**config.mk**
```make
export PLATFORM = sky130hd
export DESIGN_NAME = collision_detector
export DESIGN_NICKNAME = d
export VERILOG_FILES = /design/src/rtl/collision_detector.sv
export SDC_FILE = /design/constraint.sdc
export NUM_CORES = 1
export LEC_CHECK = 0
export BUFFER_PORTS_ARGS = -buffer_cell sky130_fd_sc_hd__buf_2
export CAP_MARGIN = 15
export CORE_ASPECT_RATIO = 0.8
export CORE_MARGIN = 2
export CORE_UTILIZATION = 62
export CTS_CLUSTER_SIZE = 25
export DETAILED_ROUTE_END_ITERATION = 8
export PLACE_DENSITY = 0.83
export SLEW_MARGIN = 40
export SYNTH_ARGS = -nofsm -noshare
export SYNTH_HDL_FRONTEND = slang
export SYNTH_SLANG_ARGS = --single-unit
```
**constraint.sdc**
```tcl
create_clock -name clk -period 4.22 [get_ports clk]
set_input_delay 0.211 -clock clk [delete_from_list [all_inputs] [get_ports clk]]
set_output_delay 0.211 -clock clk [all_outputs]
set_load 0.05 [all_outputs]
```
**src/rtl/collision_detector.sv**
```systemverilog
// Snake body tracker for the game-event side of the score path: checks each move
// against the walls and the body, then commits it and reports apple/crash pulses.
module collision_detector #(
    parameter int GRID_W  = 16,
    parameter int GRID_H  = 8,
    parameter int MAX_LEN = 16,
    parameter int START_X = 4,
    parameter int START_Y = 3,
    localparam int XW = $clog2(GRID_W),
    localparam int YW = $clog2(GRID_H),
    localparam int LW = $clog2(MAX_LEN + 1)
) (
    input  logic          clk,
    input  logic          nRst,
    input  logic          step,
    input  logic [1:0]    dir,
    input  logic          halt,
    input  logic [XW-1:0] apple_x,
    input  logic [YW-1:0] apple_y,
    output logic          goodColl,
    output logic          badColl,
    output logic [XW-1:0] head_x,
    output logic [YW-1:0] head_y,
    output logic [LW-1:0] snake_len,
    output logic          busy,
    output logic          game_over
);

    localparam int IW = $clog2(MAX_LEN);

    typedef enum logic [2:0] {IDLE, MOVE, CHECK, UPDATE, DEAD} state_t;

    typedef struct packed {
        logic [XW-1:0] x;
        logic [YW-1:0] y;
    } cell_t;

    state_t        state;
    state_t        state_n;
    cell_t         body [MAX_LEN];
    cell_t         next_cell;
    cell_t         cand;
    logic [1:0]    heading;
    logic [IW-1:0] idx;
    logic [LW-1:0] len;
    logic          wall;
    logic          self_hit;
    logic          last_idx;
    logic          apple_hit;

    // Candidate head cell for the current heading; a move off the grid is a wall hit.
    always_comb begin
        cand = body[0];
        wall = 1'b0;
        case (heading)
            2'b00: begin
                if (body[0].y == '0) wall = 1'b1;
                else cand.y = body[0].y - YW'(1);
            end
            2'b01: begin
                if (body[0].x == XW'(GRID_W - 1)) wall = 1'b1;
                else cand.x = body[0].x + XW'(1);
            end
            2'b10: begin
                if (body[0].y == YW'(GRID_H - 1)) wall = 1'b1;
                else cand.y = body[0].y + YW'(1);
            end
            default: begin
                if (body[0].x == '0) wall = 1'b1;
                else cand.x = body[0].x - XW'(1);
            end
        endcase
    end

    // The tail is never compared because it vacates its cell on the same move.
    assign self_hit  = (next_cell == body[idx]);
    assign last_idx  = (LW'(idx) == len - LW'(2));
    assign apple_hit = (next_cell.x == apple_x) && (next_cell.y == apple_y);

    always_ff @(posedge clk or posedge nRst) begin
        if (nRst) state <= IDLE;
        else      state <= state_n;
    end

    always_comb begin
        state_n = state;
        case (state)
            IDLE:    if (step && !halt) state_n = MOVE;
            MOVE: begin
                if (wall)                 state_n = DEAD;
                else if (len == LW'(1))   state_n = UPDATE;
                else                      state_n = CHECK;
            end
            CHECK: begin
                if (self_hit)      state_n = DEAD;
                else if (last_idx) state_n = UPDATE;
            end
            UPDATE:  state_n = IDLE;
            DEAD:    state_n = DEAD;
            default: state_n = IDLE;
        endcase
    end

    // Body, heading and the registered collision pulses.
    always_ff @(posedge clk or posedge nRst) begin
        if (nRst) begin
            for (int i = 1; i < MAX_LEN; i++) body[i] <= '0;
            body[0]   <= '{x: XW'(START_X), y: YW'(START_Y)};
            len       <= LW'(1);
            heading   <= 2'b01;
            next_cell <= '0;
            idx       <= '0;
            goodColl  <= 1'b0;
            badColl   <= 1'b0;
        end else begin
            goodColl <= 1'b0;
            badColl  <= 1'b0;
            case (state)
                IDLE: begin
                    if (step && !halt && (dir != (heading ^ 2'b10))) heading <= dir;
                end
                MOVE: begin
                    next_cell <= cand;
                    idx       <= '0;
                    if (wall) badColl <= 1'b1;
                end
                CHECK: begin
                    if (self_hit) badColl <= 1'b1;
                    else          idx <= idx + IW'(1);
                end
                UPDATE: begin
                    for (int i = MAX_LEN - 1; i > 0; i--) body[i] <= body[i-1];
                    body[0] <= next_cell;
                    if (apple_hit) begin
                        goodColl <= 1'b1;
                        if (len != LW'(MAX_LEN)) len <= len + LW'(1);
                    end
                end
                default: ;
            endcase
        end
    end

    assign head_x    = body[0].x;
    assign head_y    = body[0].y;
    assign snake_len = len;
    assign busy      = (state != IDLE) && (state != DEAD);
    assign game_over = (state == DEAD);

endmodule

```
==> results of run 1 <==
cells in the mapped netlist, drive strengths merged (12+ instances only):
cell type	instances
nor2	16
a21oi	16
inv	17
mux2	108
mux2i	18
xnor2	13
mux4	25
o21ai	20
clkbuf	25
dfrtp	130
nand2	31
buf	15
nand3	12
per-stage QoR:
stage / area [um^2] / util (%) / setup slack, ns / std cells
3_3_place_gp: 7088 / 65.09 / 1.190 / 681
3_5_place_dp: 7092 / 65.12 / 1.060 / 681
5_1_grt: 7717 / 70.86 / 0.8491 / 714
6_report: 7717 / 70.86 / 1.068 / 714
2_1_floorplan: 6915 / - / 0.4062 / 540
4_1_cts: 7715 / 70.84 / 1.030 / 714
per-layer routing:
| metal | vias to the layer above | GRT usage [%] | share of wire, % |
|---|---|---|---|
| met4 | 0 | 9.903 | 2.0 |
| li1 | 1996 | - | - |
| met3 | 30 | 6.076 | 5.3 |
| met2 | 115 | 39.32 | 50 |
| met1 | 2169 | 32.96 | 43 |
| met5 | - | 0 | 0 |
power by group:
| group | internal [uW] | total, uW | leakage (uW) | switching, uW |
|---|---|---|---|---|
| Clock | 949 | 1540 | 0.000289 | 587 |
| Sequential | 1410 | 1640 | 0.00185 | 227 |
| Combinational | 485 | 1160 | 0.00157 | 674 |
| Total | 2840 | 4330 | 0.00371 | 1490 |
worst paths after layout:
path	from	to	cells past startpoint
max in group asynchronous	nRst	heading[0]	4
min reg2reg	body[2]	body[2]	1
min	dir[0]	heading[0]	3
min in group asynchronous	nRst	body[19]	3
max reg2reg	idx[0]	state[0]	7
max	idx[0]	state[0]	7
critical path, delay by kind of cell (launching register included):
family | cells | cell delay (ns)
AO/OA/AOI/OAI | 4 | 0.80
flip-flops | 1 | 0.81
multiplexers | 1 | 0.65
AND/OR/NAND/NOR | 2 | 0.77
final cells by class:
type                    count  area (um^2)  area share (%)
flip-flops and latches    135         3385           43.86
repair buffers             38        221.5           2.870
clock buffers              18        439.2           5.691
inverters                  17        68.82          0.8917
clock inverters            14        173.9           2.254
multi-input cells         348         3249           42.10
well taps                 144        180.2           2.335
logic make-up (layout without fill, tap and decap cells):
| group | count (synthesis) | in the layout | synth area share [%] |
|---|---|---|---|
| XOR/XNOR | 24 | 24 | 3.040 |
| AND/OR/NAND/NOR | 99 | 99 | 7.147 |
| buffers and inverters | 57 | 87 | 4.252 |
| multiplexers | 151 | 151 | 28.71 |
| AO/OA/AOI/OAI | 63 | 63 | 5.917 |
| adder cells (fa/ha/maj) | 11 | 11 | 1.990 |
| flip-flops | 135 | 135 | 48.94 |
sequential cells by signal, indices dropped and copies added (netlist names):
register / cells
heading: 2
snake_len: 5
body: 105
head_y: 3
goodColl: 1
state: 3
head_x: 4
badColl: 1
next_cell: 7
idx: 4
repair_timing:
action	CTS	global route
setup endpoints to repair	0	0
endpoints found under the hold margin	64	0
hold buffers	1	0
==> impl_metrics.py, run 1 <==
metrics = {
    "status": {
        "status": "complete, no violations",
    },
    "cells_and_area": {
        "num-fill-cells": 718,
        "diodes": 0,
        "mostFrequentLayoutCells": "dfrtp_1, mux2_2, nand2_1, buf_2, o21ai_0",
        "layout_commonest_cell": "dfrtp_1",
        "drive_gt1_share_pct": 36.67,
        "area_growth_pct": 11.60,
        "final_nets": 581,
    },
    "routing": {
        "routed_wl_um": 13650,
        "wl_per_cell_um": 19.12,
        "vias": 4310,
        "drt_iter0_markers": 338,
        "viasPerCell": 6.036,
        "postRouteAntennaNets": 0,
        "firstDrtPassIters": 5,
        "drc_errors": 0,
    },
    "yosys": {
        "ys_ff_latch": 135,
        "synth_top_area_cell": "dfrtp_1",
        "synthCells": 540,
        "synth.distinct_cells": 52,
        "synth_fp_nets": 564,
        "avgSynthCellArea_um2": 12.81,
        "ys_async_sr_fraction_pct": 100.0,
        "synth_top_area_share_pct": 47.04,
        "synth.cell_area_um2": 6915,
        "yosysWarnings": 0,
        "yosys-top-cells-area": "dfrtp_1, mux2_2, mux4_2, mux4_1, mux2i_1",
        "synth-edff-count": 0,
        "seq_area_frac_synth_pct": 48.94,
        "ys.flop_type": "dfrtp_1",
    },
    "clocking": {
        "htree_levels": 4,
        "cts_setup_buffers": 0,
        "clk_path_buf_depth": 2,
        "path_clk_slew_ns": 0.06,
        "cts_tree": "built",
        "worstSkewPairLatency_ns": 0.42,
        "cts-root-buf": "clkbuf_16",
        "numCtsBuffers": 17,
        "cts_sinks": 135,
        "ctsResizeCount": 0,
    },
    "sta": {
        "holdWs_ns": 0.02073,
        "fin_crit_sh_pct": 74.70,
        "worstMarginPinSlew_ns": 0.7332,
        "min_period_ns": 3.152,
        "final-hold-violation-count": 0,
        "rsz0062_at_grt": "false",
        "fin_setup_tns_ns": 0,
        "slew_violations": 0,
        "slew_headroom_pct": 51.12,
        "clock_skew_ns": 0.01052,
        "finalSetupViolations": 0,
        "max_freq_ghz": 0.3172,
    },
    "floorplan": {
        "fp.dieArea_um2": 12020,
        "die_h_um": 98.46,
        "fp.coreArea_um2": 10890,
        "placementRows": 34,
        "ioPinCount": 29,
        "die_w_um": 122.1,
        "initial_core_util_pct": 63.50,
    },
    "global_route": {
        "grt_pass1_vias": 4529,
        "antenna_found_initial": 0,
        "grt_start_max_net_pins": 82,
        "grt_overflow_total": 0,
        "grt_pass1_wl_um": 22580,
        "grt_usage_pct": 24.68,
    },
    "setup_path": {
        "endpoint_kind": "register",
        "critPathMaxFanout": 14,
        "cp_slowest_stage_delay_ns": 0.81,
        "critPathRequiredTime_ns": 4.53,
        "path_class": "reg -> reg",
        "cp_cell_sequence": "mux4_1 > a22oi_1 > a21oi_1 > or4_1 > a21oi_2 > nand2_1 > a22o_1",
        "critical_path_arrival_ns": 3.46,
        "cp-start-kind": "register",
        "cp_slowest_cell": "dfrtp_1",
        "r2r_slack_ns": 1.07,
    },
    "min_path": {
        "hp-class": "in -> reg",
    },
    "pwr": {
        "ir_drop_uv": 446.6,
        "p_total_uw": 4332,
        "pwr_density_cell_nw_per_um2": 561.3,
        "leakage_uw": 0.003712,
    },
    "flow_run": {
        "cap_violations": 0,
    },
    "placed_design": {
        "hpwl_um": 8933,
        "gp_congestion": 0.8881,
        "portBuffers": 28,
    },
}
Power figures use the tool's default switching activity.
==> run 2: changes to the inputs <==
CORE_UTILIZATION = 56   (was 62)
PLACE_DENSITY = 0.79   (was 0.83)
clock period = 2.7 ns   (was 4.22 ns; I/O delays follow)
==> run 2 against run 1 <==
Effect of this change: the run now ends with setup timing left; sequential share of layout area fell by 1.5 points; core utilization shrank 4.8 points; fmax up 16%; wire length rose by 6.7%; global-route usage down 2.0 points; non-clock buffer count rose by 18; worst hold slack better by 0.093 ns; first-iteration DRC count shrank 3.3%; die area is 10% higher; design area is 3.7% higher; clock skew is 0.00052 ns higher; sequential cell count did not move; critical endpoint is now idx[2]; largest power group unchanged.
==> impl_metrics.py, run 2 (synthesized netlist as in run 1, its figures left out) <==
metrics = {
    "sta": {
        "min_period_ns": 2.717,
        "worstMarginPinSlew_ns": 0.6824,
        "slew_violations": 0,
        "finalSetupViolations": 1,
        "rsz0062_at_grt": "true",
        "holdWs_ns": 0.1133,
        "clock_skew_ns": 0.01104,
        "slew_headroom_pct": 54.51,
        "fin_crit_sh_pct": 100.6,
        "final-hold-violation-count": 0,
        "setup_slack_ns": -0.01694,
        "max_freq_ghz": 0.3681,
    },
    "clocking": {
        "cts_tree": "built",
        "worstSkewPairLatency_ns": 0.42,
        "path_clk_slew_ns": 0.06,
        "cts-root-buf": "clkbuf_16",
        "cts_sinks": 135,
        "numCtsBuffers": 17,
        "clk_path_buf_depth": 2,
        "htree_levels": 4,
    },
    "cells_and_area": {
        "final_nets": 599,
        "num-fill-cells": 837,
        "area_growth_pct": 15.69,
        "fin_util_pct": 66.03,
        "layout_commonest_cell": "dfrtp_1",
        "diodes": 0,
        "regMostFlops": "body",
        "drive_gt1_share_pct": 40.65,
        "mostFrequentLayoutCells": "dfrtp_1, mux2_2, nand2_1, buf_2",
        "largest_reg_flops": 105,
        "layout.cells.non_filler": 740,
    },
    "floorplan": {
        "initial_core_util_pct": 57.07,
        "placementRows": 36,
        "die_h_um": 103.4,
        "fp.coreArea_um2": 12120,
        "die_w_um": 128.2,
        "fp.dieArea_um2": 13260,
        "ioPinCount": 29,
    },
    "setup_path": {
        "cp_slowest_stage_delay_ns": 0.49,
        "path_delay_family": "multiplexers",
        "r2r-start": "idx[0]",
        "cpMostUsedCell": "mux2i_1",
        "cp_slowest_cell": "mux4_2",
        "endpoint_kind": "register",
        "cp_cell_sequence": "buf_4 > clkbuf_16 > mux4_2 > mux2i_1 > xnor2_1 > or3_4 > a211oi_4 > mux2i_1 > nand3_1",
        "reg2regPathDepth": 9,
        "critical_path_arrival_ns": 3.00,
        "path_class": "reg -> reg",
        "timing.critical_path.buf_inv": 2,
        "reg2reg_to": "idx[2]",
        "critPathRequiredTime_ns": 2.98,
        "critPathMaxFanout": 12,
        "r2r_slack_ns": -0.02,
        "cp-start-kind": "register",
    },
    "pwr": {
        "pwr_density_cell_nw_per_um2": 870.7,
        "leakage_uw": 0.003803,
        "ir_drop_uv": 631.9,
    },
    "routing": {
        "wl_per_cell_um": 19.69,
        "drt_iter0_markers": 327,
        "postRouteAntennaNets": 0,
        "vias": 4514,
        "firstDrtPassIters": 5,
        "viasPerCell": 6.100,
        "drc_errors": 0,
        "routed_wl_um": 14570,
    },
    "min_path": {
        "holdPathStages": 5,
        "hold_path_startpoint": "step",
        "hp-class": "in -> reg",
        "hold-path-endpoint": "heading[0]",
    },
    "status": {
        "violations": "setup timing",
        "status": "finished with violations",
    },
    "placed_design": {
        "hpwl_um": 8926,
        "portBuffers": 28,
        "gp_congestion": 0.8924,
        "numPlacedInstances": 697,
    },
    "global_route": {
        "antenna_found_initial": 0,
        "grt_overflow_total": 0,
        "grt_pass1_vias": 4605,
        "grt_start_max_net_pins": 136,
        "grt_pass1_wl_um": 23150,
        "grt_usage_pct": 22.65,
    },
    "flow_run": {
        "cap_violations": 0,
    },
}
## run 2: cell types whose count changed in the layout (fill, tap and decap cells not counted), moves of 3 or more
cell | before | now
a22oi_1 | 8 | 2
a22oi_2 | 0 | 6
buf_4 | 8 | 14
buf_12 | 0 | 5
clkbuf_16 | 17 | 20
mux2i_1 | 18 | 15
mux2i_2 | 0 | 3
## run 2: layout make-up
cell class | count | area (um^2) | area share (%)
inverters | 17 | 67.56 | 0.8445
well taps | 152 | 190.2 | 2.377
clock buffers | 18 | 429.2 | 5.364
clock inverters | 14 | 141.4 | 1.767
multi-input cells | 348 | 3302 | 41.27
flip-flops and latches | 135 | 3386 | 42.32
repair buffers | 56 | 484.2 | 6.053
## run 2: worst max path at each step
| stage | start | end | depth (start not counted) |
|---|---|---|---|
| final | idx[0] | idx[2] | 9 |
| after global routing | idx[0] | idx[2] | 9 |
| after CTS | idx[2] | state[0] | 8 |
| after detailed placement | idx[0] | idx[2] | 9 |
| after global placement | idx[2] | idx[2] | 8 |
| after floorplan | idx[2] | idx[2] | 8 |
## run 2: timing repair
item	4_1_cts	5_1_grt
gates cloned	0	3
hold buffers	3	0
pin swaps	2	9
hold endpoints to repair	132	0
setup endpoints to repair	3	8
buffers inserted	2	3
resized for setup	2	17
## run 2: report_power, final
group / internal (uW) / switching [uW] / total [uW] / leakage [uW]
Combinational: 996 / 1270 / 2260 / 0.00169
Clock: 1290 / 915 / 2200 / 0.000266
Sequential: 2210 / 294 / 2500 / 0.00185
## run 2: worst reg2reg max path, stage by stage (launching register included)
cell and delay (ns):
dfrtp_2 0.44, buf_4 0.15, clkbuf_16 0.17, mux4_2 0.49, mux2i_1 0.17, xnor2_1 0.11
or3_4 0.41, a211oi_4 0.26, mux2i_1 0.27, nand3_1 0.11
## run 2: metal layers
layer	vias to the layer above	GRT usage [%]	wire (um)
li1	2034	-	-
met1	2305	29.99	6319
met2	144	37.23	7172
met3	31	5.247	770
met4	0	8.284	308
met5	-	0	0
## run 2: per-stage QoR
stage | setup TNS [ns] | setup WS (ns) | power, uW | cell area (um^2)
finish | -0.01694 | -0.01694 | 6966 | 8000
global route | -0.2743 | -0.08642 | 7282 | 8000
CTS | 0 | 0.006250 | 6783 | 7850
detailed placement | 0 | 0.009148 | 4487 | 7222
global placement | 0 | 0.05021 | 4410 | 7222
floorplan | 0 | 0.2025 | 4017 | 6919
